<file path="src/rtl/alu_exec_unit.sv">
// alu_exec_unit: handshaked ALU with single-cycle logic/arith ops and bit-serial shifts
module alu_exec_unit #(
    parameter int WIDTH = 32,
    localparam int SHW = $clog2(WIDTH)
) (
    input  logic             clk,
    input  logic             reset,
    input  logic             in_valid,
    output logic             in_ready,
    input  logic [3:0]       alu_ctrl,
    input  logic [WIDTH-1:0] op_a,
    input  logic [WIDTH-1:0] op_b,
    output logic             out_valid,
    input  logic             out_ready,
    output logic [WIDTH-1:0] result,
    output logic             zero,
    output logic             illegal
);
    typedef enum logic [1:0] {IDLE, SHIFT, DONE} state_t;
    state_t state, next;
    logic [WIDTH-1:0] acc, alu_res, sh;
    logic [SHW-1:0] cnt, shamt;
    logic [3:0] sop;
    logic bad, is_shift, accept;
    assign shamt = op_b[SHW-1:0];
    assign is_shift = alu_ctrl == 4'b0100 || alu_ctrl == 4'b0101 || alu_ctrl == 4'b1000;
    assign accept = state == IDLE && in_valid;
    assign sh = sop == 4'b0100 ? {acc[WIDTH-2:0], 1'b0} :
                sop == 4'b0101 ? {1'b0, acc[WIDTH-1:1]} : {acc[WIDTH-1], acc[WIDTH-1:1]};
    always_comb begin
        alu_res = '0;
        bad = 1'b0;
        case (alu_ctrl)
            4'b0000: alu_res = op_a & op_b;
            4'b0001: alu_res = op_a | op_b;
            4'b0010: alu_res = op_a + op_b;
            4'b0110: alu_res = op_a - op_b;
            4'b0011: alu_res = op_a ^ op_b;
            4'b0111: alu_res = {{(WIDTH-1){1'b0}}, $signed(op_a) < $signed(op_b)};
            4'b1001: alu_res = {{(WIDTH-1){1'b0}}, op_a < op_b};
            4'b0100, 4'b0101, 4'b1000: alu_res = op_a;
            default: bad = 1'b1;
        endcase
    end
    always_ff @(posedge clk) begin
        if (reset) state <= IDLE;
        else state <= next;
    end
    always_comb begin
        next = state;
        case (state)
            IDLE: next = !in_valid ? IDLE : (is_shift && shamt != '0) ? SHIFT : DONE;
            SHIFT: next = cnt == SHW'(1) ? DONE : SHIFT;
            DONE: next = out_ready ? IDLE : DONE;
            default: next = IDLE;
        endcase
    end
    always_comb begin
        in_ready = state == IDLE;
        out_valid = state == DONE;
    end
    always_ff @(posedge clk) begin
        if (reset) begin
            acc <= '0;
            cnt <= '0;
            sop <= '0;
            result <= '0;
            zero <= 1'b0;
            illegal <= 1'b0;
        end else if (accept && is_shift && shamt != '0) begin
            acc <= op_a;
            cnt <= shamt;
            sop <= alu_ctrl;
        end else if (accept) begin
            result <= alu_res;
            zero <= alu_res == '0;
            illegal <= bad;
        end else if (state == SHIFT) begin
            acc <= sh;
            cnt <= cnt - 1'b1;
            if (cnt == SHW'(1)) begin
                result <= sh;
                zero <= sh == '0;
                illegal <= 1'b0;
            end
        end
    end
endmodule

</file>
<file path="config.mk">
export PLATFORM = sky130hd
export DESIGN_NAME = alu_exec_unit
export DESIGN_NICKNAME = d
export VERILOG_FILES = /design/src/rtl/alu_exec_unit.sv
export SDC_FILE = /design/constraint.sdc
export NUM_CORES = 1
export LEC_CHECK = 0
export CORE_ASPECT_RATIO = 1.75
export CORE_UTILIZATION = 50
export CTS_CLUSTER_DIAMETER = 80
export DETAILED_ROUTE_END_ITERATION = 16
export PLACE_DENSITY = 0.78
export REMOVE_ABC_BUFFERS = 1
export SLEW_MARGIN = 15
export SYNTH_ARGS = -nofsm -noshare
export SYNTH_HDL_FRONTEND = slang
export SYNTH_SLANG_ARGS = --single-unit
</file>
<file path="constraint.sdc">
create_clock -name clk -period 6.87 [get_ports clk]
set_input_delay 1.0305 -clock clk [delete_from_list [all_inputs] [get_ports clk]]
set_output_delay 1.0305 -clock clk [all_outputs]
set_load 0.01 [all_outputs]
</file>
* Word-level counts from Yosys, hierarchy flattened *
Cells that the tools add are included.

word-level totals
  output and inout port bits = 36
  bits of input ports = 72
  flip-flop bits (word level) = 77
  logic and storage cells = 73

cells by class
  muxes and demuxes = 24
  $lt $le $gt $ge = 2
  reductions and logical operators = 18
  equal/unequal tests = 15
  bitwise gates (word level) = 4
  $add $sub $neg = 3

operators with widths
  kind                                              number
  2-to-1 mux 32 bit                                 8
  case mux 32 bit (8 select lines)                  1
  logical NOT 32 bit                                2
  less-than comparator 32 bit                       2
  adder 32 bit                                      1
  AND 32 bit                                        1
  bitwise OR 32 bit                                 1
  subtractor 32 bit                                 1
  XOR 32 bit                                        1
  == test 4 x 3 -> 1 bit, second input constant     6
  2-to-1 mux 5 bit                                  3
  OR reduction 10 bit                               1
  == test 4 x 2 -> 1 bit, second input constant     2
  == test 4 bit, second input constant              2
  2-to-1 mux 2 bit                                  4
  2-to-1 mux 1 bit                                  7
  case mux 2 bit (3 select lines)                   1
  nonzero test 2 bit                                3
  == test 5 x 1 -> 1 bit, second input constant     1
  nonzero test 5 bit                                1
  subtractor 5 x 1 -> 5 bit, second input constant  1
  == test 4 x 1 -> 1 bit, second input constant     1
  logical AND 1 bit                                 4
  logical NOT 4 bit                                 1
  9 further kinds                                   10

* Logic depth before layout (Yosys ltp) *
Gate-level depths: netlist of run 1.

  depth after elaboration = 7
  mapped depth = 14
  mapped depth without buffers = 14

* Least setup slack after synthesis of run 1 *
OpenSTA, ideal clock, no wires.

  path type = in2reg
  from = input op_b[3]
  to = register zero
  path slack = 3.083 ns
  cell stages on the path = 14
  library setup time = 0.088 ns
  path buffers = 1
  arrival = 3.699 ns
  required time = 6.782 ns
  cells stage by stage = inv_1 -> ha_1 -> buf_6 -> nand3_2 -> o221a_4 -> o211ai_4 -> a31oi_4 -> or4_4 -> a21oi_2 -> xnor2_1 -> a311o_1 -> nor3b_2 -> nand4b_1 -> o32ai_2

between the ends
  word-level cells in the longest chain between the ends = 4
  elaborated cells between the ends (all ways) = 14
  classes of those cells = add/sub: 2; order compare: 2; mux: 2; bitwise: 4; reduce/logical: 4

ends and longest elaborated chain
  element                                                                       RTL line  RTL
  start, declared                                                               12        input logic [WIDTH-1:0] op_b,
  subtractor 32 bit (tied with other cells)                                     37        4'b0110: alu_res = op_a - op_b;
  case mux 32 bit (8 select lines) / logical AND 1 bit (equally long branches)  33, 70
  logical NOT 32 bit / inverter 1 bit (equally long branches)                   n/a
  2-to-1 mux 1 bit / AND reduction 3 bit (equally long branches)                n/a
  end signal, assigned                                                          68        zero <= 1'b0;
  end signal, assigned                                                          76        zero <= alu_res == '0;
  end signal, assigned                                                          83        zero <= sh == '0;
  end, declared                                                                 16        output logic zero,

Parallel ways exist; a longest one is shown, timed or not.
A chain may end at the register's enable or synchronous reset.

* Worst setup path after layout of run 1 *
  from = input op_b[0]
  to = register zero

The elaborated chain is that of the path after synthesis.

==> results of run 1 <==
==> cells by family after synthesis <==
group | after synthesis | synth area share (%)
adders and majority gates | 112 | 14.5
muxes | 44 | 4.57
AOI/OAI and AO/OA | 463 | 33.2
DFF | 77 | 15.8
buffers and inverters | 201 | 8.91
and+or+nand+nor | 465 | 22.3
xor gates and xnor gates | 8 | 0.717
==> stage by stage <==
step	instances	hold WS, ps	util [%]	power, mW
after floorplan	1276	426	-	0.957
after global placement	1644	438	56.8	1.26
after detailed placement	1644	444	56.8	1.26
after CTS	1660	453	58.3	1.73
after global routing	1660	476	58.4	1.84
final	1660	451	58.4	1.77
==> layout by cell type (no fill, tap or decap), types with 16 or more instances in the layout <==
cell,synthesis,routed
sky130_fd_sc_hd__mux2i_1,39,39
sky130_fd_sc_hd__a21oi_1,127,126
sky130_fd_sc_hd__ha_1,110,110
sky130_fd_sc_hd__dfxtp_1,77,77
sky130_fd_sc_hd__buf_4,11,20
sky130_fd_sc_hd__a221oi_1,46,46
sky130_fd_sc_hd__clkdlybuf4s50_1,0,106
sky130_fd_sc_hd__nor2_1,157,155
sky130_fd_sc_hd__o21ai_0,65,65
sky130_fd_sc_hd__nand3_1,30,30
sky130_fd_sc_hd__nor3_1,30,30
sky130_fd_sc_hd__inv_1,104,104
sky130_fd_sc_hd__nand2_1,140,140
sky130_fd_sc_hd__o211ai_1,28,28
sky130_fd_sc_hd__o31ai_1,16,16
sky130_fd_sc_hd__a211oi_1,21,21
==> layer usage <==
metal	global-route usage, %	wire length, µm	part of all wire (%)
met1	42.8	13900	33
met2	69.4	19900	47
met3	10.8	4140	9.8
met4	37.8	4510	11
met5	0	13	0.031
==> power breakdown <==
part           switching, mW  internal [mW]
combinational          0.524          0.286
clock                  0.222          0.249
sequential            0.0193          0.472
total                  0.766           1.01
==> worst min-delay path by stage <==
stage | startpoint | endpoint | slack [ps]
6_report | result[21] | result[21] | 450
4_1_cts | result[21] | result[21] | 450
5_1_grt | result[20] | result[20] | 480
3_5_place_dp | result[21] | result[21] | 440
3_3_place_gp | result[16] | result[16] | 440
2_1_floorplan | sop[3] | sop[3] | 430
==> sequential cells by signal, summed over array words and instances (netlist names) <==
signal / flops
acc: 32
cnt: 5
illegal: 1
result: 32
sop: 4
state: 2
zero: 1
==> area by class of cell <==
cell class / count / area [µm²] / area share, %
Sequential cell: 77 / 1540 / 13.8
Multi-Input combinational cell: 1092 / 7410 / 66.4
Tap cell: 241 / 302 / 2.70
Inverter: 107 / 402 / 3.60
Timing Repair Buffer: 127 / 1220 / 10.9
Clock buffer: 9 / 225 / 2.02
Clock inverter: 7 / 58.8 / 0.527
==> tightest hold or removal path, cell delays in order (launching register included) <==
cell	delay, ps
sky130_fd_sc_hd__dfxtp_1	310
sky130_fd_sc_hd__nand2_1	50
sky130_fd_sc_hd__a21oi_1	50
==> synthesized netlist by cell type (all sizes together) (9+ instances only) <==
cell type	number	share of area, %
a211oi	21	1.6
a21o	12	0.92
a21oi	129	6.7
a221oi	46	4.1
a222oi	9	0.92
a31oi	16	1.2
buf	39	2.6
clkbuf	54	2.1
dfxtp	77	16
ha	110	14
inv	106	4.1
mux2i	39	4.0
nand2	140	5.4
nand2b	12	0.77
nand3	31	1.6
nand4	14	0.90
nor2	157	6.0
nor2b	12	0.77
nor3	31	1.7
nor3b	9	0.74
nor4	15	0.96
o211ai	29	2.4
o21ai	65	3.3
o21bai	12	0.92
o221a	9	1.1
o31ai	16	1.2
==> summary.txt, run 1 <==
Worst setup path
  • Worst EP required: about 7000 ps
  • CP endpoint kind: register
  • Worst setup path endpoint: zero
  • Launch instance of the worst register-to-register path: state[0]
  • Path type of the worst setup path: primary input to register
  • Crit path depth: 14
  • Type of element launching the critical path: primary input
  • Number of cells on the worst reg-to-reg path: 12
  • Internal reg-to-reg setup slack: ~3400 ps
  • CP peak stage delay: 730 ps
  • Cell at the slowest stage of the critical path: sky130_fd_sc_hd__a21oi_1
  • Dominant delay contributor by cell family on the critical path: compound AO/OA/AOI/OAI gates
  • Crit path buffers/inverters: 2
  • Cell seen most often among critical-path stages: sky130_fd_sc_hd__a21oi_1
  • Cells traversed along the worst timing path: clkdlybuf4s50_1, ha_1, inv_1, fa_1, nor2b_1, o31a_1, nor2_1, o41ai_2, a21oi_1, a221o_1, a21oi_1, and4_1, nand3_1, o32ai_2
  • Arrival @ worst endpoint: roughly 5700 ps
  • Worst r2r dst: zero
  • Crit path launch: op_b[0]
  • Largest fanout on the critical path: 5

Clocking
  • Clock buffer count from CTS: 9
  • Maximum level of the CTS H-tree: 3
  • Clk sinks: 77
  • Clock root buffer: sky130_fd_sc_hd__clkbuf_16
  • Cts repair resizes: 0
  • Clock insertion delay at the later pin of the skew report: 360 ps
  • Deepest clock path buffer count: 2
  • CTS tree: built
  • Clock-pin slew on the worst setup and hold paths: 70 ps
  • Post-CTS repair timing setup buffer count: 0
  • Hold_buf cts: 0

Detailed routing
  • Post-detailed-route DRC marker count: 0
  • Remaining antenna violation count: 0
  • Avg WL per Cell: 25.6 µm
  • Final Routed Wirelength: approximately 42 mm
  • Count of TritonRoute iterations in the first routing pass: 7
  • Total vias in the final route: roughly 12000
  • Ratio of routed vias to standard cells: roughly 7.0
  • Detailed Route Iter0 Violations: 1341

Placed design
  • Placed wire-length estimate: 30.6 mm
  • Routability congestion estimate: 1.06
  • Buffers added on ports: 107
  • Cell area after placement: 10900 µm²
  • Post-placement worst setup slack: 978 ps

Timing
  • Max Clock Skew: 11.0 ps
  • Count of endpoints failing setup in the final report: 0
  • Fin crit share: a little under 80%
  • Final setup margin: 1430 ps
  • Final critical delay including setup and external delays: 5440 ps
  • Achievable Freq: 184 MHz
  • Worst slew margin relative to its limit: between 20 and 25%
  • Sum of negative setup slack: 0 ps
  • Slew @ Worst Pin: 1120 ps
  • Final slew viol count: 0
  • Unrepaired setup endpoints after global routing: no
  • Number of endpoints with negative hold slack in the final report: 0

Synth
  • Count of warnings emitted by yosys: 0
  • Primary flip-flop cell chosen by synthesis mapping: sky130_fd_sc_hd__dfxtp_1
  • Area of the mapped netlist: just under 10000 µm²
  • Number of flip-flops and latches in the synthesized netlist: 77
  • Cell variety after synth: 89
  • Proportion of synthesized flip-flops having asynchronous set or reset: 0%
  • Cell count after synthesis: 1370
  • Number of enable-type register cells in the synthesized netlist: 0
  • Average size of a mapped cell: approximately 7.1 µm²
  • Proportion of synthesized chip area in sequential cells: roughly 16%

Finish
  • Synthesis-to-finish area growth: 14.2%
  • Final #Nets: between 1500 and 2000
  • Diodes inserted: 0
  • Share of final-layout standard cells stronger than drive strength 1: 6.06%
  • Filler cells: 1863
  • Final cell area excluding filler cells: 11200 µm²

Global route
  • Maximum number of pins on one net before global-route repair: 79
  • GRT Residual Overflow: 0
  • Initial antenna violation count: 1
  • Wire length of the first global-routing pass: about 64 mm
  • Number of global-route vias before repair: 11300
  • Global router's overall resource usage: 42.1%

Pwr
  • Lkg Pwr: 4.51 nW
  • Largest voltage drop on the vdd net: 0.000144 V
  • PwrDens: 159 nW/µm²

Min path
  • Worst Hold Path Cells: 2
  • Worst hold path class: register to register

Job
  • Number of max-cap violations: 0

Die
  • Placeable core region: 19100 µm²
  • DIE HEIGHT: 187 µm
  • Die Area: around 20000 µm²
  • Die width: 108 µm
  • Row Count: 67
  • Count of pins on the block boundary: between 100 and 150
  • Initial standard-cell utilization of the core: between 50% and 60%

Run status
  • Run status: complete, no violations
No activity file was read; power rests on OpenSTA's default activity.
==> inputs of run 2 (changes only) <==
--- a/config.mk
+++ b/config.mk
@@ -9,7 +9,7 @@
 export CORE_UTILIZATION = 50
 export CTS_CLUSTER_DIAMETER = 80
 export DETAILED_ROUTE_END_ITERATION = 16
-export PLACE_DENSITY = 0.78
+export PLACE_DENSITY = 0.81
 export REMOVE_ABC_BUFFERS = 1
 export SLEW_MARGIN = 15
 export SYNTH_ARGS = -nofsm -noshare
==> constraint.sdc (replaced) <==
create_clock -name clk -period 5 [get_ports clk]
set_input_delay 0.75 -clock clk [delete_from_list [all_inputs] [get_ports clk]]
set_output_delay 0.75 -clock clk [all_outputs]
set_load 0.01 [all_outputs]
==> summary.txt, run 2 (synthesized netlist as in run 1, its figures left out) <==
Global route
  • Number of global-route vias before repair: 11600 (+3.3%)
  • Global router's overall resource usage: 43.9% (+1.8 points)
  • Maximum number of pins on one net before global-route repair: 78 (-1.3%)
  • Initial antenna violation count: 1 (unchanged)
  • Wire length of the first global-routing pass: 66.7 mm (+4.6%)
  • GRT Residual Overflow: 0 (unchanged)

Timing
  • Fin crit share: 93.5%
  • Max Clock Skew: 8.12 ps (-2.89 ps)
  • Sum of negative setup slack: 0 ps (unchanged)
  • Unrepaired setup endpoints after global routing: no
  • Slew @ Worst Pin: 1150 ps (+23.5 ps)
  • Final critical delay including setup and external delays: 4680 ps
  • Number of endpoints with negative hold slack in the final report: 0 (unchanged)
  • Count of endpoints failing setup in the final report: 0 (unchanged)
  • Achievable Freq: 214 MHz
  • Worst slew margin relative to its limit: 23.4% (-1.6 points)
  • Final slew viol count: 0 (unchanged)

Pwr
  • Largest voltage drop on the vdd net: 0.000208 V (+45%)
  • Lkg Pwr: 4.87 nW (+8.0%)
  • Total Power Consumption: 2.47 mW (+39%)
  • PwrDens: 211 nW/µm² (+33%)

Detailed routing
  • Detailed Route Iter0 Violations: 1188 (-11%)
  • Avg WL per Cell: 25.3 µm (-1.1%)
  • Remaining antenna violation count: 0 (unchanged)
  • Ratio of routed vias to standard cells: 6.82 (-2.4%)
  • Total vias in the final route: 11800 (+2.0%)
  • Post-detailed-route DRC marker count: 0 (unchanged)
  • Count of TritonRoute iterations in the first routing pass: 5 (-2)
  • Final Routed Wirelength: 43.8 mm (+3.4%)

Finish
  • Most common cell after layout, fill and taps aside: sky130_fd_sc_hd__nor2_1
  • Synthesis-to-finish area growth: 19.9%
  • Finished Layout Cells: 1734 (+4.5%)
  • Highest-count cells in the layout ignoring fill and taps: 155 x sky130_fd_sc_hd__nor2_1, 140 x sky130_fd_sc_hd__nand2_1, 126 x sky130_fd_sc_hd__a21oi_1
  • Share of final-layout standard cells stronger than drive strength 1: 10.6% (+4.5 points)
  • Biggest regs: acc x32, result x32, cnt x5
  • Final cell area excluding filler cells: 11700 µm² (+5.1%)
  • Diodes inserted: 0 (unchanged)
  • Final #Nets: 1672 (+4.6%)

Die
  • Row Count: 67 (unchanged)
  • Placeable core region: 19100 µm² (unchanged)
  • Die Area: 20100 µm² (unchanged)
  • Die width: 108 µm (unchanged)
  • Initial standard-cell utilization of the core: 51.1% (unchanged)
  • Count of pins on the block boundary: 108 (unchanged)
  • DIE HEIGHT: 187 µm (unchanged)

Job
  • Number of max-cap violations: 0 (unchanged)

Worst setup path
  • Type of element launching the critical path: primary input
  • Launch instance of the worst register-to-register path: sop[1]
  • Largest fanout on the critical path: 9 (+4)
  • Path type of the worst setup path: primary input to register
  • Worst setup path endpoint: zero
  • Worst r2r dst: zero
  • Arrival @ worst endpoint: 4940 ps (-780 ps)
  • CP endpoint kind: register
  • Number of cells on the worst reg-to-reg path: 7 (-5)
  • Crit path launch: op_a[19]
  • Internal reg-to-reg setup slack: 1680 ps (-1720 ps)
  • Worst EP required: 5260 ps (-1890 ps)

Clocking
  • Clock insertion delay at the later pin of the skew report: 350 ps (about the same)
  • Deepest clock path buffer count: 2 (unchanged)
  • Clk sinks: 77 (unchanged)
  • Maximum level of the CTS H-tree: 3 (unchanged)
  • Clock root buffer: sky130_fd_sc_hd__clkbuf_16
  • Clock-pin slew on the worst setup and hold paths: 60 ps (about the same)
  • CTS tree: built
  • Clock buffer count from CTS: 9 (unchanged)

Min path
  • Worst Hold Path Cells: 2 (unchanged)
  • Worst hold path class: register to register

Placed design
  • Total instance count after detailed placement: 1718 (+4.5%)
  • Routability congestion estimate: 1.04 (-2.2%)
  • Placed wire-length estimate: 33.1 mm (+8.2%)
  • Cell area after placement: 11400 µm² (+5.3%)
  • Buffers added on ports: 107 (unchanged)

Run status
  • Run status: complete, no violations
## run 2: cell types whose count changed in the layout (fill, tap and decap cells not counted), moves of 2 or more
cell / before / now
sky130_fd_sc_hd__buf_12: 0 / 2
sky130_fd_sc_hd__inv_6: 2 / 0
sky130_fd_sc_hd__clkinv_2: 0 / 3
sky130_fd_sc_hd__buf_4: 20 / 92
sky130_fd_sc_hd__clkinv_4: 3 / 1
## run 2: cell type report
class | count | area, µm²
Clock buffer | 10 | 239
Clock inverter | 6 | 38.8
Fill cell | 1860 | 7390
Inverter | 107 | 402
Multi-Input combinational cell | 1092 | 7400
Sequential cell | 77 | 1540
Tap cell | 241 | 302
Timing Repair Buffer | 201 | 1800
## run 2: critical path: stages
cell                              delay [ps]
sky130_fd_sc_hd__clkdlybuf4s50_1         660
sky130_fd_sc_hd__inv_1                    90
sky130_fd_sc_hd__ha_1                    430
sky130_fd_sc_hd__or4_1                   680
sky130_fd_sc_hd__nand4b_1                240
sky130_fd_sc_hd__a211oi_1                230
sky130_fd_sc_hd__or3_1                   220
sky130_fd_sc_hd__o31a_1                  240
sky130_fd_sc_hd__a21boi_1                110
sky130_fd_sc_hd__o41ai_1                 340
sky130_fd_sc_hd__nor2b_1                 210
sky130_fd_sc_hd__o221ai_1                200
sky130_fd_sc_hd__nand4b_1                260
sky130_fd_sc_hd__o32ai_2                 270
## run 2: power by group
group	internal [mW]	switching [mW]
registers	0.649	0.0294
logic	0.447	0.726
clock network	0.348	0.272
total	1.44	1.03
## run 2: per-stage QoR
step           utilization (%)  setup slack (ps)  hold WS [ps]
3_5_place_dp              59.9              91.0           444
4_1_cts                   61.3               426           452
3_3_place_gp              59.9               103           441
2_1_floorplan                -               331           426
6_report                  61.3               323           450
5_1_grt                   61.3               236           474
## run 2: worst min-delay path by stage
stage	start	to
2_1_floorplan	sop[3]	sop[3]
3_3_place_gp	illegal	illegal
3_5_place_dp	sop[3]	sop[3]
4_1_cts	sop[3]	sop[3]
5_1_grt	sop[3]	sop[3]
6_report	result[20]	result[20]
## run 2: routing by layer
metal	routed length [µm]	track usage (%)
met1	14300	45.0
met2	20900	74.2
met3	3990	10.3
met4	4630	36.0
met5	0	0
## run 2: what timing repair did
| action | CTS | global route |
|---|---|---|
| setup endpoints to repair | 0 | 3 |
| setup buffers | 0 | 0 |
| gates resized for setup | 0 | 1 |
| hold buffers | 0 | 0 |
==> inputs of run 3 (changes only) <==
--- a/config.mk
+++ b/config.mk
@@ -5,6 +5,7 @@
 export SDC_FILE = /design/constraint.sdc
 export NUM_CORES = 1
 export LEC_CHECK = 0
+export CAP_MARGIN = 20
 export CORE_ASPECT_RATIO = 1.75
 export CORE_UTILIZATION = 50
 export CTS_CLUSTER_DIAMETER = 80
==> results of run 3 <==
Final layout, timing and power as in run 2 (identical DEF).
==> RTL change: new RTL, config.mk and constraints of run 2 <==
The parameter `WIDTH` goes from 32 to 64.
--- a/src/rtl/alu_exec_unit.sv
+++ b/src/rtl/alu_exec_unit.sv
@@ -1,6 +1,6 @@
 // alu_exec_unit: handshaked ALU with single-cycle logic/arith ops and bit-serial shifts
 module alu_exec_unit #(
-    parameter int WIDTH = 32,
+    parameter int WIDTH = 64,
     localparam int SHW = $clog2(WIDTH)
 ) (
     input  logic             clk,
Ports: changed (resized op_a, op_b and result); port bits go from 108 to 204. The function was not compared with the original's and may differ.
==> RTL change against run 2 <==
- the flow now stops in global routing
- area after synthesis is 100% higher
==> RTL change: results (changes against run 2) <==
- Most common cell in the netlist: a21oi_1
- Clock Sinks: 142 (+84%)
- Error msg: [ERROR GRT-0116] Global routing finished with congestion. Check the congestion regions in the DRC Viewer.
- Top post-synthesis cells by count: a21oi_1 (306), nor2_1 (301), nand2_1 (290)
- Placer Congestion: 1.14 (+9.9%)
- FFs w/ async S/R, synth: 0% (unchanged)
- H-tree depth: 4 (+1)
- Placed instance area: 26600 sq um (+130%)
- GRT Overall Usage: 64.1%
- Synth unique cells: 108 (+21%)
- Clock buffer count from CTS: 17 (+8)
- Vias in the first global route: 30.2k
- Largest net degree at the start of global routing: 90
- Status: did not finish
- Overflow after GRT: 27
- Syn. warnings: 0 (unchanged)
- Syn avg cell area: 6.95 sq um (-2.6%)
- Seq/Total Area, Yosys: 14.3% (-1.5 points)
- Pre-CTS WS: -0.623 ns (-0.714 ns)
- Synth top area cells: dfxtp_1 (14%), ha_1 (13%), a21oi_1 (7.7%)
- Commonest register cell after synthesis: dfxtp_1
- Hpwl dp: 91.6 mm (+180%)
- Placed Cells: 3994 (+130%)
- Port Buffer Count: 203 (+90%)
- Clock root buffer: clkbuf_16
- Exit stage: global routing
- Clk buf depth: 2 (unchanged)
- First-pass GRT wire length: 194 mm
RTL change: cell types whose count changed after synthesis, moves of 28 or more:
cell / change
a21oi_1: +179
nand2_1: +150
nor2_1: +144
inv_1: +106
ha_1: +104
o21ai_0: +88
clkbuf_1: +85
dfxtp_1: +65
nand4_1: +44
nor4_1: +37
o211ai_1: +35
a22oi_1: +32
o31ai_1: +28
RTL change: metal layers:
layer,GRT overflow,global-route usage [%]
met1,0,62.5
met2,13,92.2
met3,1,31.7
met4,13,74.5
met5,0,3.91
RTL change: through the flow:
| stage | hold slack, ns | util [%] |
|---|---|---|
| floorplan | 0.431 | - |
| global placement | 0.437 | 67.7 |
| detailed placement | 0.445 | 67.7 |
| CTS | 0.454 | 69.2 |
RTL change: cells by family after synthesis:
family | share of synthesized area (%)
compound gates | 35.1
xor+xnor | 1.36
fa+ha+maj | 13.7
buf+inv | 8.56
flops | 14.3
mux | 4.15
simple gates | 22.9
RTL change: timing repair:
item | CTS
hold buffers | 0
gates resized for setup | 4
setup endpoints to repair | 1
pin swaps | 1
buffers inserted | 0
